[config.mk]
export PLATFORM = sky130hd
export DESIGN_NAME = memory_arbiter
export DESIGN_NICKNAME = d
export VERILOG_FILES = /design/src/rtl/memory_arbiter.sv
export SDC_FILE = /design/constraint.sdc
export NUM_CORES = 1
export LEC_CHECK = 0
export ABC_CLOCK_PERIOD_IN_PS = 3400
export BUFFER_PORTS_ARGS = -buffer_cell sky130_fd_sc_hd__buf_2
export CELL_PAD_IN_SITES_DETAIL_PLACEMENT = 1
export CELL_PAD_IN_SITES_GLOBAL_PLACEMENT = 1
export CORE_MARGIN = 10
export CORE_UTILIZATION = 35
export DETAILED_ROUTE_END_ITERATION = 12
export PLACE_DENSITY = 0.79
export SETUP_SLACK_MARGIN = 0.15
export SYNTH_ARGS = -nofsm -noshare
export SYNTH_HDL_FRONTEND = slang
export SYNTH_SLANG_ARGS = --single-unit
[constraint.sdc]
create_clock -name i_Clock -period 3.4 [get_ports i_Clock]
set_input_delay 0.17 -clock i_Clock [delete_from_list [all_inputs] [get_ports i_Clock]]
set_output_delay 0.17 -clock i_Clock [all_outputs]
set_load 0.005 [all_outputs]
[src/rtl/memory_arbiter.sv]
// memory_arbiter: shares one single-port, synchronous-read memory between the
// instruction-fetch path and the load/store path. Data requests normally win
// contention. A streak counter hands fetch the next contended grant after
// DATA_STREAK_MAX consecutive contended data grants.
module memory_arbiter #(
  parameter int READ_LATENCY    = 1,
  parameter int DATA_STREAK_MAX = 4
) (
  input  logic        i_Clock,
  input  logic        i_Reset_n,
  input  logic        i_FetchReq,
  input  logic [31:0] i_FetchAddress,
  output logic        o_FetchValid,
  output logic [31:0] o_FetchData,
  input  logic        i_DataReq,
  input  logic        i_DataWrite,
  input  logic [31:0] i_DataAddress,
  input  logic [31:0] i_DataWriteData,
  input  logic [3:0]  i_DataByteEnable,
  output logic        o_DataValid,
  output logic [31:0] o_DataReadData,
  output logic [31:0] o_MemAddress,
  output logic        o_MemWriteEnable,
  output logic [3:0]  o_MemByteEnable,
  output logic [31:0] o_MemDataOut,
  input  logic [31:0] i_MemDataIn,
  output logic        o_Busy
);

  localparam int CntW    = $clog2(READ_LATENCY + 1);
  localparam int StreakW = (DATA_STREAK_MAX < 1) ? 1 : $clog2(DATA_STREAK_MAX + 1);

  typedef enum logic [1:0] {IDLE, ACCESS, WAIT, RESPOND} stateT;

  stateT              state;
  logic [CntW-1:0]    waitCount;
  logic [StreakW-1:0] streak;
  logic               grantData;
  logic               grantWrite;

  logic contention;
  logic pickData;

  // Data wins unless fetch is also asking and the data streak is exhausted.
  // With DATA_STREAK_MAX=0 the compare is never true, so fetch always wins.
  assign contention = i_FetchReq & i_DataReq;
  assign pickData   = i_DataReq & (~i_FetchReq | (streak < StreakW'(DATA_STREAK_MAX)));

  assign o_Busy = (state != IDLE);

  // Arbiter FSM with registered memory strobes, data captures and valid pulses.
  always_ff @(posedge i_Clock or negedge i_Reset_n) begin
    if (!i_Reset_n) begin
      state            <= IDLE;
      waitCount        <= '0;
      streak           <= '0;
      grantData        <= 1'b0;
      grantWrite       <= 1'b0;
      o_FetchValid     <= 1'b0;
      o_FetchData      <= '0;
      o_DataValid      <= 1'b0;
      o_DataReadData   <= '0;
      o_MemAddress     <= '0;
      o_MemWriteEnable <= 1'b0;
      o_MemByteEnable  <= '0;
      o_MemDataOut     <= '0;
    end else begin
      // Pulses and the write strobe last exactly one cycle unless re-set below.
      o_FetchValid     <= 1'b0;
      o_DataValid      <= 1'b0;
      o_MemWriteEnable <= 1'b0;
      case (state)
        IDLE: begin
          if (i_FetchReq || i_DataReq) begin
            state <= ACCESS;
            if (pickData) begin
              grantData        <= 1'b1;
              grantWrite       <= i_DataWrite;
              o_MemAddress     <= i_DataAddress;
              o_MemWriteEnable <= i_DataWrite;
              o_MemByteEnable  <= i_DataByteEnable;
              o_MemDataOut     <= i_DataWriteData;
            end else begin
              grantData        <= 1'b0;
              grantWrite       <= 1'b0;
              o_MemAddress     <= i_FetchAddress;
              o_MemByteEnable  <= 4'hF;
            end
            // Only contended data grants extend the streak; anything else restarts it.
            if (contention && pickData) begin
              streak <= streak + 1'b1;
            end else begin
              streak <= '0;
            end
          end
        end
        ACCESS: begin
          if (grantWrite) begin
            state       <= RESPOND;
            o_DataValid <= 1'b1;
          end else begin
            state     <= WAIT;
            waitCount <= CntW'(READ_LATENCY);
          end
        end
        WAIT: begin
          if (waitCount == CntW'(1)) begin
            state <= RESPOND;
            if (grantData) begin
              o_DataReadData <= i_MemDataIn;
              o_DataValid    <= 1'b1;
            end else begin
              o_FetchData  <= i_MemDataIn;
              o_FetchValid <= 1'b1;
            end
          end else begin
            waitCount <= waitCount - 1'b1;
          end
        end
        RESPOND: begin
          state <= IDLE;
        end
        default: begin
          state <= IDLE;
        end
      endcase
    end
  end

endmodule

---- After elaboration in Yosys (flattened, before gate mapping) ----
Index checks and enable logic that the tools add are counted.
cells by class
  $add $sub $neg .......................... 2
  order comparisons ....................... 1
  eq/ne operators ......................... 6
  mux-type cells .......................... 21
  bitwise logic cells ..................... 5
  reductions and logical operators ........ 11
operators by type and width
  operator                                                               number
  32-bit two-way mux                                                     1
  1-bit two-way mux                                                      13
  3-bit AND reduction                                                    3
  2-bit case mux with 4 select lines                                     1
  2-bit != test, second input constant                                   3
  2-bit AND reduction                                                    3
  2-bit equality test, second input constant                             2
  2-bit two-way mux                                                      2
  4-bit two-way mux                                                      1
  1-bit case mux with 2 select lines                                     2
  2-bit nonzero test                                                     2
  3-bit by 1-bit adder with 3-bit output, second input constant          1
  3-bit less-than comparator, second input constant                      1
  3-bit two-way mux                                                      1
  1-bit AND                                                              2
  2-bit by 1-bit equality test with 1-bit output, second input constant  1
  2-bit zero test                                                        1
  1-bit inverter                                                         2
  1-bit logical AND                                                      1
  1-bit logical OR                                                       1
  1-bit bitwise OR                                                       1
  1-bit subtractor, second input constant                                1
storage, ports and cells
  flip-flop bits (word level) ............. 143
  input port bits ......................... 137
  output and inout bits ................... 136
  logic and storage cells ................. 59

---- Longest topological paths before layout ----
Gate-level depths: netlist (run 1).
  depth after elaboration ................. 6
  depth in mapped cells ................... 8
  gate-level depth less buffers ........... 5

---- Least setup slack after synthesis (run 1) ----
No wires, ideal clock.
  path kind ............................... register to register
  start ................................... register state[0]
  end ..................................... register o_MemDataOut[10]
  library setup time ...................... 0.125 ns
  data arrival time ....................... 1.507 ns
  data required time ...................... 3.275 ns
  setup slack ............................. 1.768 ns
  cell stages (with the launch flop) ...... 8
  path buffers ............................ 3
  clock period less this slack ............ 1.632 ns
  cells stage by stage .................... dfrtp_1 > inv_1 > ha_1 > buf_2 > and3_1 > buf_6 > buf_6 > mux2_4
on the way
  longest elaborated chain between the ends .. 2
RTL lines
  item                                  RTL line  text
  from (decl)                           35        stateT state;
  from (signal assigned)                54        state <= IDLE;
  from (signal assigned)                75        state <= ACCESS;
  from (signal assigned)                99        state <= RESPOND;
  2-bit zero test                       72        case (state)
  3-bit AND reduction (no source line)  --
  to (signal assigned)                  82        o_MemDataOut <= i_DataWriteData;
  to (decl)                             25        output logic [31:0] o_MemDataOut,
Every way passes these cells.
A chain may end at the register's enable or synchronous reset.

---- Final worst setup path (run 1) ----
  start ................................... register state[0]
  end ..................................... register o_MemDataOut[3]
The elaborated chain is that of the path after synthesis.

==> impl_results.md, run 1 <==
* Depth of the most critical reg-to-reg path at 4
* Maximum achievable frequency at 0.427 GHz
* Critical Path Stages at 4
* Pins Over Slew Limit at 0
* CTS tree: yes
* Unrepaired setup endpoints after global routing: no
* Worst r2r src: state[0]
* # hold bufs at CTS at 92
* Post-synth ARST share at 100%
* Clock latency on the worst-skew pair at 410 ps
* Placed Area at 7310 um^2
* Gr ovfl total at 0
* Clock skew at 7.15 ps
* Cells after Synth at 436
* Routed len/inst at 20.7 um
* Post-cts sizing count at 0
* Largest net degree at the start of global routing at 76
* Clock buffer depth at 2
* Largest family of logic cells by synthesized area: multiplexers
* Yosys top cell by area: dfrtp_1
* Max stage delay on crit path at 920 ps
* Post-synth EDFFs at 0
* Period utilization at 68.8%
* Total CTS buffers at 17
* # nets final at 940
* Area of the multi-input gates at 2030 um^2
* Final instance area at 8880 um^2
* Post-synth top flop: dfrtp_1
* Worst-path clk slew at 60 ps
* CP startpoint: state[0]
* GRT Util Overall at 19.3%
* Hold wc startpoint: i_MemDataIn[1]
* Setup Viol. Count Final at 0
* Peak VDD IR at 0.360 mV
* Worst path bufs/invs at 1
* Worst R2R Setup Slack at 1060 ps
* Worst Path Max Fanout at 35
* Status: complete, no violations
* Register area share after synthesis at 62.1%
* Post-synthesis mux area share at 20.7%
* # Post-CTS Setup Buffers at 0
* Post-Syn Area at 5770 um^2
* Slew @ Worst Pin at 1010 ps
* Post-layout util at 55.5%
* Synth top area share at 62.1%
* Simple-gate share of the synthesized area at 5.47%
* Placeable Area at 16000 um^2
* Initial Util at 36.0%
* Layout area overhead at 53.9%
* Critical setup path kind: reg2reg
* Die area at 22000 um^2
* Aggregate negative setup slack at 0 ps
* Fin. Hold Viols at 0
* CTS Root Cell: clkbuf_16
* Mapped Nets at 577
* Die H at 148 um
* I/O Buffers at 272
* 1st-pass router iterations at 4
* Synth area leaders: dfrtp_1 (62%), mux2_2 (14%), mux2_4 (7.0%)
* Synth Area in XOR/XNOR at 0%
* Chip Width at 148 um
* 1st-iter DRT viols at 118
* Syn Area/Cell at 13.2 um^2
* ANT nets after route at 0
* LEAKAGE at 4.29 nW
* Unique masters post-synth at 32
* Vias in the first global route at 5746
* I/O pin count at 273
* First-pass GRT wire length at 33.5 mm
* Maxcap violations at 0
* CP delay by family, top: simple AND/OR/NAND/NOR gates
* Min Clock Period, post-route at 2340 ps
* CTS H-tree lvls at 4
* GP Congestion at 0.772
* Fraction of the mapped netlist area in compound gates at 7.96%
* R2r endpoint: o_MemDataOut[3]
* Syn. warnings at 0
* Antenna violations before repair at 1
* Filler cells at 1712
* Critical-path cell list: inv_1 > ha_1 > and3_2 > mux2_2
* Worst setup EP type: flop
* Synth Register Bits at 143
* Share of cells above drive strength 1 at 50.6%
* Startpoint types: flop
* Via count at 4961
* Hold Path Class: in2reg
* Required @ worst endpoint at 3690 ps
* Register area at 3580 um^2
* Vias/cell at 4.82
* Max-slew headroom at 33.0%
* Post-Synth Adder-Cell Area at 0.868%
* PwrDens at 925 nW/um^2
* CP endpoint: o_MemDataOut[3]
* Final wirelength at 21.3 mm
* Row cnt at 46
* Dpl hpwl at 14.3 mm
* Arrival time worst endpoint at 2630 ps
* DRC viols at 0
* Slowest CP cell: and3_2
* CTS Sinks at 143
-- registers in the layout (all words and copies together), names as in the netlist --
name,count
grantData,1
grantWrite,1
o_DataReadData,32
o_DataValid,1
o_FetchData,32
o_FetchValid,1
o_MemAddress,32
o_MemByteEnable,4
o_MemDataOut,32
o_MemWriteEnable,1
state,2
streak,3
waitCount,1
-- per-layer routing --
metal	vias up	wire length, um	GRT usage (%)
li1	2243	-	-
met1	2462	7770	19.9
met2	209	11300	35.0
met3	47	1620	6.95
met4	0	634	7.43
met5	-	0	0
-- synthesized netlist by cell type (2+ instances only) --
cell type / number
dfrtp_1: 143
mux2_2: 70
a21oi_1: 66
nand2_1: 38
nor2_1: 33
mux2_4: 27
buf_2: 15
inv_1: 5
buf_6: 4
clkbuf_1: 4
ha_1: 4
o22a_1: 4
buf_1: 2
nand3_1: 2
o21ai_0: 2
-- area by class of cell --
cell class                      instances  share of cell area (%)
Clock inverter                         13                    1.99
Multi-Input combinational cell        262                    22.9
Timing Repair Buffer                  370                    26.5
Antenna cell                            1                  0.0282
Clock buffer                           19                    5.10
Inverter                                5                   0.211
Sequential cell                       143                    40.3
Tap cell                              216                    3.04
-- cells by family (layout without fill, tap and decap cells) --
logic type,Yosys count,after routing
multiplexers,97,97
other,0,1
AO/OA/AOI/OAI,82,82
buffers and inverters,31,407
adder cells (fa/ha/maj),4,4
AND/OR/NAND/NOR,79,79
flip-flops,143,143
-- cells in the final DEF, fill, tap and decap left out, drive strengths merged, types with 2 or more instances in the layout --
master / netlist / layout
nand2: 38 / 38
a21oi: 66 / 66
o21ai: 3 / 3
bufinv: 0 / 3
inv: 5 / 11
a21boi: 2 / 2
o22a: 4 / 4
nand3: 2 / 2
dfrtp: 143 / 143
nor2: 33 / 33
buf: 22 / 277
mux2: 97 / 97
clkinvlp: 0 / 3
ha: 4 / 4
clkbuf: 4 / 19
dlygate4sd3: 0 / 93
-- worst reg2reg max path: stages (launching register included) --
cell     delay [ps]
dfrtp_1         400
inv_1           110
ha_1            330
and3_2          920
mux2_2          450
-- per-stage QoR --
stage / setup WS, ps / instances / hold WS [ps] / total power (W)
2_1_floorplan: 1770 / 436 / -126 / 0.00463
3_3_place_gp: 1170 / 903 / 236 / 0.00589
3_5_place_dp: 1060 / 903 / 249 / 0.00613
4_1_cts: 1040 / 1027 / 0.368 / 0.00823
5_1_grt: 910 / 1029 / 2.35 / 0.00875
6_report: 1060 / 1029 / 19.7 / 0.00821
-- where the power goes --
| group | switching (W) | total, W | internal (W) | leakage, nW |
|---|---|---|---|---|
| sequential | 0.000511 | 0.00308 | 0.00257 | 1.66 |
| combinational | 0.00147 | 0.00315 | 0.00168 | 2.33 |
| clock | 0.000763 | 0.00197 | 0.00121 | 0.300 |
-- how the worst min path moves through the flow --
stage	to	slack, ps	cells past startpoint
2_1_floorplan	grantData	-130	0
3_3_place_gp	o_FetchData[15]	240	1
3_5_place_dp	o_DataReadData[15]	250	1
4_1_cts	o_MemByteEnable[0]	0.4	2
5_1_grt	o_FetchData[24]	2	2
6_report	o_FetchData[1]	20	2
Note: power is estimated with default switching activity, not from simulation.
==> inputs of run 2 (changes only) <==
ABC_CLOCK_PERIOD_IN_PS = 1980   (was 3400)
CORE_UTILIZATION = 32   (was 35)
PLACE_DENSITY = 0.76   (was 0.79)
clock period = 1.98 ns   (was 3.4 ns; I/O delays follow)
==> run 2 against run 1 <==
  * Non-clock buffer count up 46
  * Worst setup slack worse by 730 ps
  * Via count up 3.0%
  * Register-to-register slack worse by 730 ps
==> impl_results.md, run 2 (synthesis gave the netlist of run 1 again) <==
* ANT nets after route at 0 (unchanged)
* Total CTS buffers at 17 (unchanged)
* Power Internal at 0.00971 W (+78%)
* Vias/cell at 4.69 (-2.6%)
* Chip Width at 154 um (+4.0%)
* Slowest CP cell: dfrtp_1
* Min Clock Period, post-route at 1650 ps (-692 ps)
* Worst-path clk slew at 60 ps (about the same)
* Peak VDD IR at 0.654 mV (+82%)
* Largest net degree at the start of global routing at 44 (-42%)
* Layout area overhead at 63.8%
* # nets final at 987 (+5.0%)
* Sequential share of power at 36.1% (-1.4 points)
* # Post-CTS Setup Buffers at 0 (unchanged)
* First-pass GRT wire length at 34.0 mm (+1.7%)
* Via count at 5108 (+3.0%)
* LEAKAGE at 4.53 nW (+5.5%)
* Worst path bufs/invs at 2 (+1)
* Row cnt at 49 (+6.5%)
* CP delay by family, top: flip-flops
* Unrepaired setup endpoints after global routing: no
* Critical-path cell list: inv_1 > ha_1 > and3_2 > buf_12 > mux2_2
* Dpl hpwl at 13.7 mm (-4.1%)
* Aggregate negative setup slack at 0 ps (unchanged)
* Clock buffer depth at 2 (unchanged)
* CTS Root Cell: clkbuf_16
* CP startpoint: state[0]
* Antenna violations before repair at 0 (-1)
* CTS tree: yes
* 1st-iter DRT viols at 153 (+30%)
* Critical setup path kind: reg2reg
* Clock latency on the worst-skew pair at 410 ps (about the same)
* Period utilization at 83.3% (+14 points)
* PwrDens at 1530 nW/um^2 (+66%)
* Maximum achievable frequency at 0.606 GHz (+42%)
* Final wirelength at 22.1 mm (+4.0%)
* I/O Buffers at 272 (unchanged)
* Combinational share of power at 39.2% (+0.8 points)
* Max stage delay on crit path at 390 ps (-530 ps)
* DRC viols at 0 (unchanged)
* Placeable Area at 17800 um^2 (+12%)
* Most frequent cells in the layout: buf_2 (271), dfrtp_1 (143), dlygate4sd3_1 (132), mux2_2 (70), a21oi_1 (66)
* Fin. Hold Viols at 0 (unchanged)
* Net Switching at 0.00475 W (+73%)
* Startpoint types: flop
* Clock skew at 9.09 ps (+1.94 ps)
* Filler cells at 1919 (+12%)
* Vias in the first global route at 5964 (+3.8%)
* Initial Util at 32.3% (-3.7 points)
* Slew @ Worst Pin at 952 ps (-53.7 ps)
* 1st-pass router iterations at 4 (unchanged)
* Routed len/inst at 20.3 um (-1.7%)
* Sw Ratio at 32.9% (-0.59 points)
* Max-slew headroom at 36.5% (+3.6 points)
* Hold Path Class: in2reg
* Fin Hold WS at 12.7 ps (-7.00 ps)
* Gr ovfl total at 0 (unchanged)
* Commonest non-fill, non-tap cell in the layout: buf_2
* Worst Path Max Fanout at 35 (unchanged)
* Setup Viol. Count Final at 0 (unchanged)
* Clock Power Share at 24.7% (+0.6 points)
* GP Congestion at 0.738 (-4.4%)
* GRT Util Overall at 18.0% (-1.3 points)
* I/O pin count at 273 (unchanged)
* Die area at 23800 um^2 (+8.1%)
* Maxcap violations at 0 (unchanged)
* Register area at 3580 um^2 (unchanged)
* Final Power at 0.0145 W (+76%)
* CTS Sinks at 143 (unchanged)
* Share of cells above drive strength 1 at 48.7% (-1.9 points)
* Area of the multi-input gates at 2040 um^2 (+0.80%)
* Die H at 154 um (+4.0%)
* Worst setup EP type: flop
* Worst r2r src: state[0]
* Arrival time worst endpoint at 1940 ps (-690 ps)
* Status: complete, no violations
* CTS H-tree lvls at 4 (unchanged)
* Pins Over Slew Limit at 0 (unchanged)
* Required @ worst endpoint at 2270 ps (-1420 ps)
* Hold wc startpoint: i_DataAddress[19]
-- run 2: cell types whose count changed in the layout (fill, tap and decap cells not counted), moves of 2 or more --
cell,previous run,this run
buf_4,4,6
buf_12,1,6
inv_6,5,3
bufinv_16,3,5
clkbuf_8,2,0
dlygate4sd3_1,93,132
-- run 2: layer usage --
| layer | global-route usage [%] | vias to the layer above | wire [um] |
|---|---|---|---|
| li1 | - | 2331 | - |
| met1 | 18.9 | 2526 | 8290 |
| met2 | 32.1 | 209 | 11600 |
| met3 | 6.13 | 42 | 1580 |
| met4 | 7.20 | 0 | 668 |
| met5 | 0 | - | 0 |
-- run 2: through the flow --
stage          setup WS (ps)  instance area [um^2]  util [%]  instances
3_3_place_gp             390                  7450      41.8        923
5_1_grt                  215                  9440      52.9       1087
4_1_cts                  325                  9430      52.9       1086
6_report                 331                  9440      52.9       1088
2_1_floorplan            348                  5770         -        436
3_5_place_dp             326                  7450      41.8        923
-- run 2: tightest hold or removal path, cell delays in order --
cell	delay, ps
buf_2	80
a21oi_1	50
a21oi_1	150
-- run 2: power groups by stage --
stage	Combinational, W	Sequential [W]	Clock (W)
floorplan	0.00268	0.00527	0
global placement	0.00522	0.00509	0
detailed placement	0.00538	0.00518	0
CTS	0.00561	0.00515	0.00367
global route	0.00619	0.00538	0.00382
finish	0.00567	0.00522	0.00358
-- run 2: final cells by class --
class	instances	area share [%]
clock inverter	14	2.45
inverter	5	0.199
sequential	143	37.9
timing repair buffer	416	30.2
multi-input combinational	263	21.7
tap	229	3.03
clock buffer	17	4.51
antenna	1	0.0265
-- run 2: worst paths after layout --
check | end | slack (ps) | cells after the start
min in group asynchronous | o_DataReadData[16] | 180 | 2
worst max register to register | o_MemDataOut[3] | 330 | 5
worst min-delay path | o_MemAddress[19] | 10 | 3
max in group asynchronous | streak[1] | 1170 | 3
worst min register to register | o_MemByteEnable[1] | 480 | 1
worst max-delay path | o_MemDataOut[3] | 330 | 5
-- run 2: timing repair --
item                       4_1_cts  5_1_grt
setup endpoints to repair        0        1
hold buffers                   132        0
resized for setup                0        0
hold endpoints to repair       258        0
==> inputs of run 3 (changes only) <==
ABC_CLOCK_PERIOD_IN_PS = 1400   (was 1980)
clock period = 1.4 ns   (was 1.98 ns; I/O delays follow)
==> run 3 against run 2 <==
  * The run now ends with negative setup slack left
  * Worst hold slack gained 49 ps
  * Global-route usage up 1.9 points
  * Worst setup slack got worse by 470 ps
  * Wire length grew 20%
  * Power up 63%
  * Flip-flop and latch count stayed put
  * Clock skew is 5.6 ps higher
  * Final cell count is 5.0% higher
  * Cell area increased by 14%
  * Critical path type unchanged
  * Largest cell class is now non-clock buffers
==> impl_results.md, run 3 (synthesis gave the netlist of run 1 again) <==
* Fin Hold WS at 61.7 ps (+49.0 ps)
* Placeable Area at 17800 um^2 (unchanged)
* Slew @ Worst Pin at 414 ps (-538 ps)
* Clock buffer depth at 2 (unchanged)
* DRC viols at 0 (unchanged)
* Vias in the first global route at 6357 (+6.6%)
* Filler cells at 1797 (-6.4%)
* # nets final at 1038 (+5.2%)
* CTS Sinks at 143 (unchanged)
* Max stage delay on crit path at 400 ps (about the same)
* Worst setup EP type: flop
* Status: complete, but fails checks
* Routed len/inst at 23.2 um (+14%)
* LEAKAGE at 5.00 nW (+10%)
* Placed Area at 7720 um^2 (+3.6%)
* Vias/cell at 4.82 (+2.8%)
* Worst r2r src: state[1]
* Initial Util at 32.3% (unchanged)
* Layout area overhead at 86.1%
* Hold Path Class: in2async
* Area of the multi-input gates at 2520 um^2 (+24%)
* Failing checks: negative setup slack
* Slowest CP cell: dfrtp_1
* Startpoint types: flop
* Maximum achievable frequency at 0.648 GHz (+6.8%)
* Pins Over Slew Limit at 0 (unchanged)
* ANT nets after route at 0 (unchanged)
* Die area at 23800 um^2 (unchanged)
* Placement Setup Slack at -127 ps (-452 ps)
* Critical setup path kind: reg2reg
* Placed Cells incl. Taps at 947 (+2.6%)
* Unrepaired setup endpoints after global routing: yes
* Worst Path Max Fanout at 9 (-74%)
* PwrDens at 2200 nW/um^2 (+44%)
* Min Clock Period, post-route at 1540 ps (-105 ps)
* Worst path bufs/invs at 3 (+1)
* I/O Buffers at 272 (unchanged)
* Final cell count without fillers at 1142 (+5.0%)
* Depth of the most critical reg-to-reg path at 7 (+2)
* R2r endpoint: o_MemAddress[15]
* I/O pin count at 273 (unchanged)
* Share of cells above drive strength 1 at 60.5% (+12 points)
* 1st-iter DRT viols at 164 (+7.2%)
* Most frequent cells in the layout: buf_2 (270), dfrtp_1 (143), dlygate4sd3_1 (135), mux2_2 (65), a21oi_2 (38)
* Max-slew headroom at 72.3% (+36 points)
* Row cnt at 49 (unchanged)
* Worst-path clk slew at 70 ps (about the same)
* Fin. Hold Viols at 0 (unchanged)
* CTS H-tree lvls at 4 (unchanged)
* Gr ovfl total at 0 (unchanged)
* Setup Viol. Count Final at 136 (+136)
* Largest net degree at the start of global routing at 51 (+16%)
* CP delay by family, top: compound AO/OA/AOI/OAI gates
* Required @ worst endpoint at 1730 ps (-540 ps)
* Final wirelength at 26.5 mm (+20%)
* Final Power at 0.0236 W (+63%)
* Register area at 3580 um^2 (unchanged)
* Worst R2R Setup Slack at -140 ps (-470 ps)
* CTS Root Cell: clkbuf_16
* Peak VDD IR at 0.992 mV (+52%)
* CP startpoint: state[1]
* GRT Util Overall at 19.9% (+1.9 points)
* Post-route setup slack at -144 ps (-475 ps)
* Clock latency on the worst-skew pair at 420 ps (about the same)
* GP Congestion at 0.747 (+1.2%)
* 1st-pass router iterations at 4 (unchanged)
* Antenna violations before repair at 4 (+4)
* Chip Width at 154 um (unchanged)
* Arrival time worst endpoint at 1880 ps (-60 ps)
* Total CTS buffers at 17 (unchanged)
* Die H at 154 um (unchanged)
* Via count at 5510 (+7.9%)
* Commonest non-fill, non-tap cell in the layout: buf_2
* Dpl hpwl at 14.7 mm (+6.7%)
* First-pass GRT wire length at 37.2 mm (+9.3%)
* Clock skew at 14.7 ps (+5.64 ps)
* Period utilization at 110% (+27 points)
* CTS tree: yes
* Final instance area at 10700 um^2 (+14%)
* Critical-path cell list: inv_2 > ha_4 > buf_6 > o21a_4 > buf_12 > nor2_1 > a21oi_2
* Maxcap violations at 0 (unchanged)
-- run 3: cell count changes in the layout (fill, tap and decap cells not counted), moves of 10 or more --
cell | before | now
a21oi_2 | 0 | 38
clkbuf_16 | 17 | 27
a21oi_1 | 66 | 11
nor2_1 | 33 | 21
a21oi_4 | 0 | 17
nor2_2 | 0 | 10
buf_6 | 1 | 23
-- run 3: stage by stage --
| stage | TNS (ps) | util [%] |
|---|---|---|
| CTS | -7860 | 56.2 |
| floorplan | -8850 | - |
| finish | -12070 | 60.1 |
| global placement | -5770 | 43.3 |
| detailed placement | -10580 | 43.3 |
| global route | -19070 | 60.1 |
-- run 3: where the power goes --
group,switching (W),internal [W]
combinational,0.00481,0.00617
clock,0.00190,0.00319
sequential,0.00131,0.00624
-- run 3: worst register-to-register path: stages, from the launching register on --
cell,delay (ps)
dfrtp_1,400
inv_2,90
ha_4,150
buf_6,130
o21a_4,270
buf_12,180
nor2_1,80
a21oi_2,170
-- run 3: layout make-up --
| type | instances | share of cell area [%] |
|---|---|---|
| multi-input cells | 262 | 23.5 |
| repair buffers | 468 | 34.1 |
| clock buffers | 17 | 3.96 |
| diodes | 4 | 0.0933 |
| flip-flops and latches | 143 | 33.3 |
| clock inverters | 14 | 2.13 |
| inverters | 5 | 0.175 |
| well taps | 229 | 2.67 |
-- run 3: worst max-delay path by stage --
stage / to / slack, ps / cells after the start
detailed placement: o_DataReadData[22] / -130 / 6
finish: o_MemAddress[15] / -140 / 7
global placement: o_DataReadData[14] / -70 / 6
CTS: o_MemDataOut[24] / -100 / 5
floorplan: o_MemDataOut[10] / -170 / 7
global route: o_FetchData[29] / -190 / 6
-- run 3: layer usage --
layer / vias to the layer above / GRT usage (%) / share of wire [%]
met5: - / 0 / 0
met4: 0 / 5.98 / 2.4
met3: 48 / 7.29 / 7.2
met2: 233 / 35.1 / 52
met1: 2782 / 21.8 / 38
li1: 2447 / - / -
-- run 3: repair_timing --
action,in CTS,in global routing
cloned,4,12
setup buffers,3,6
endpoints found under the setup margin,142,144
pin swaps,4,25
hold endpoints to repair,278,0
hold buffers,135,0
gates resized for setup,52,90
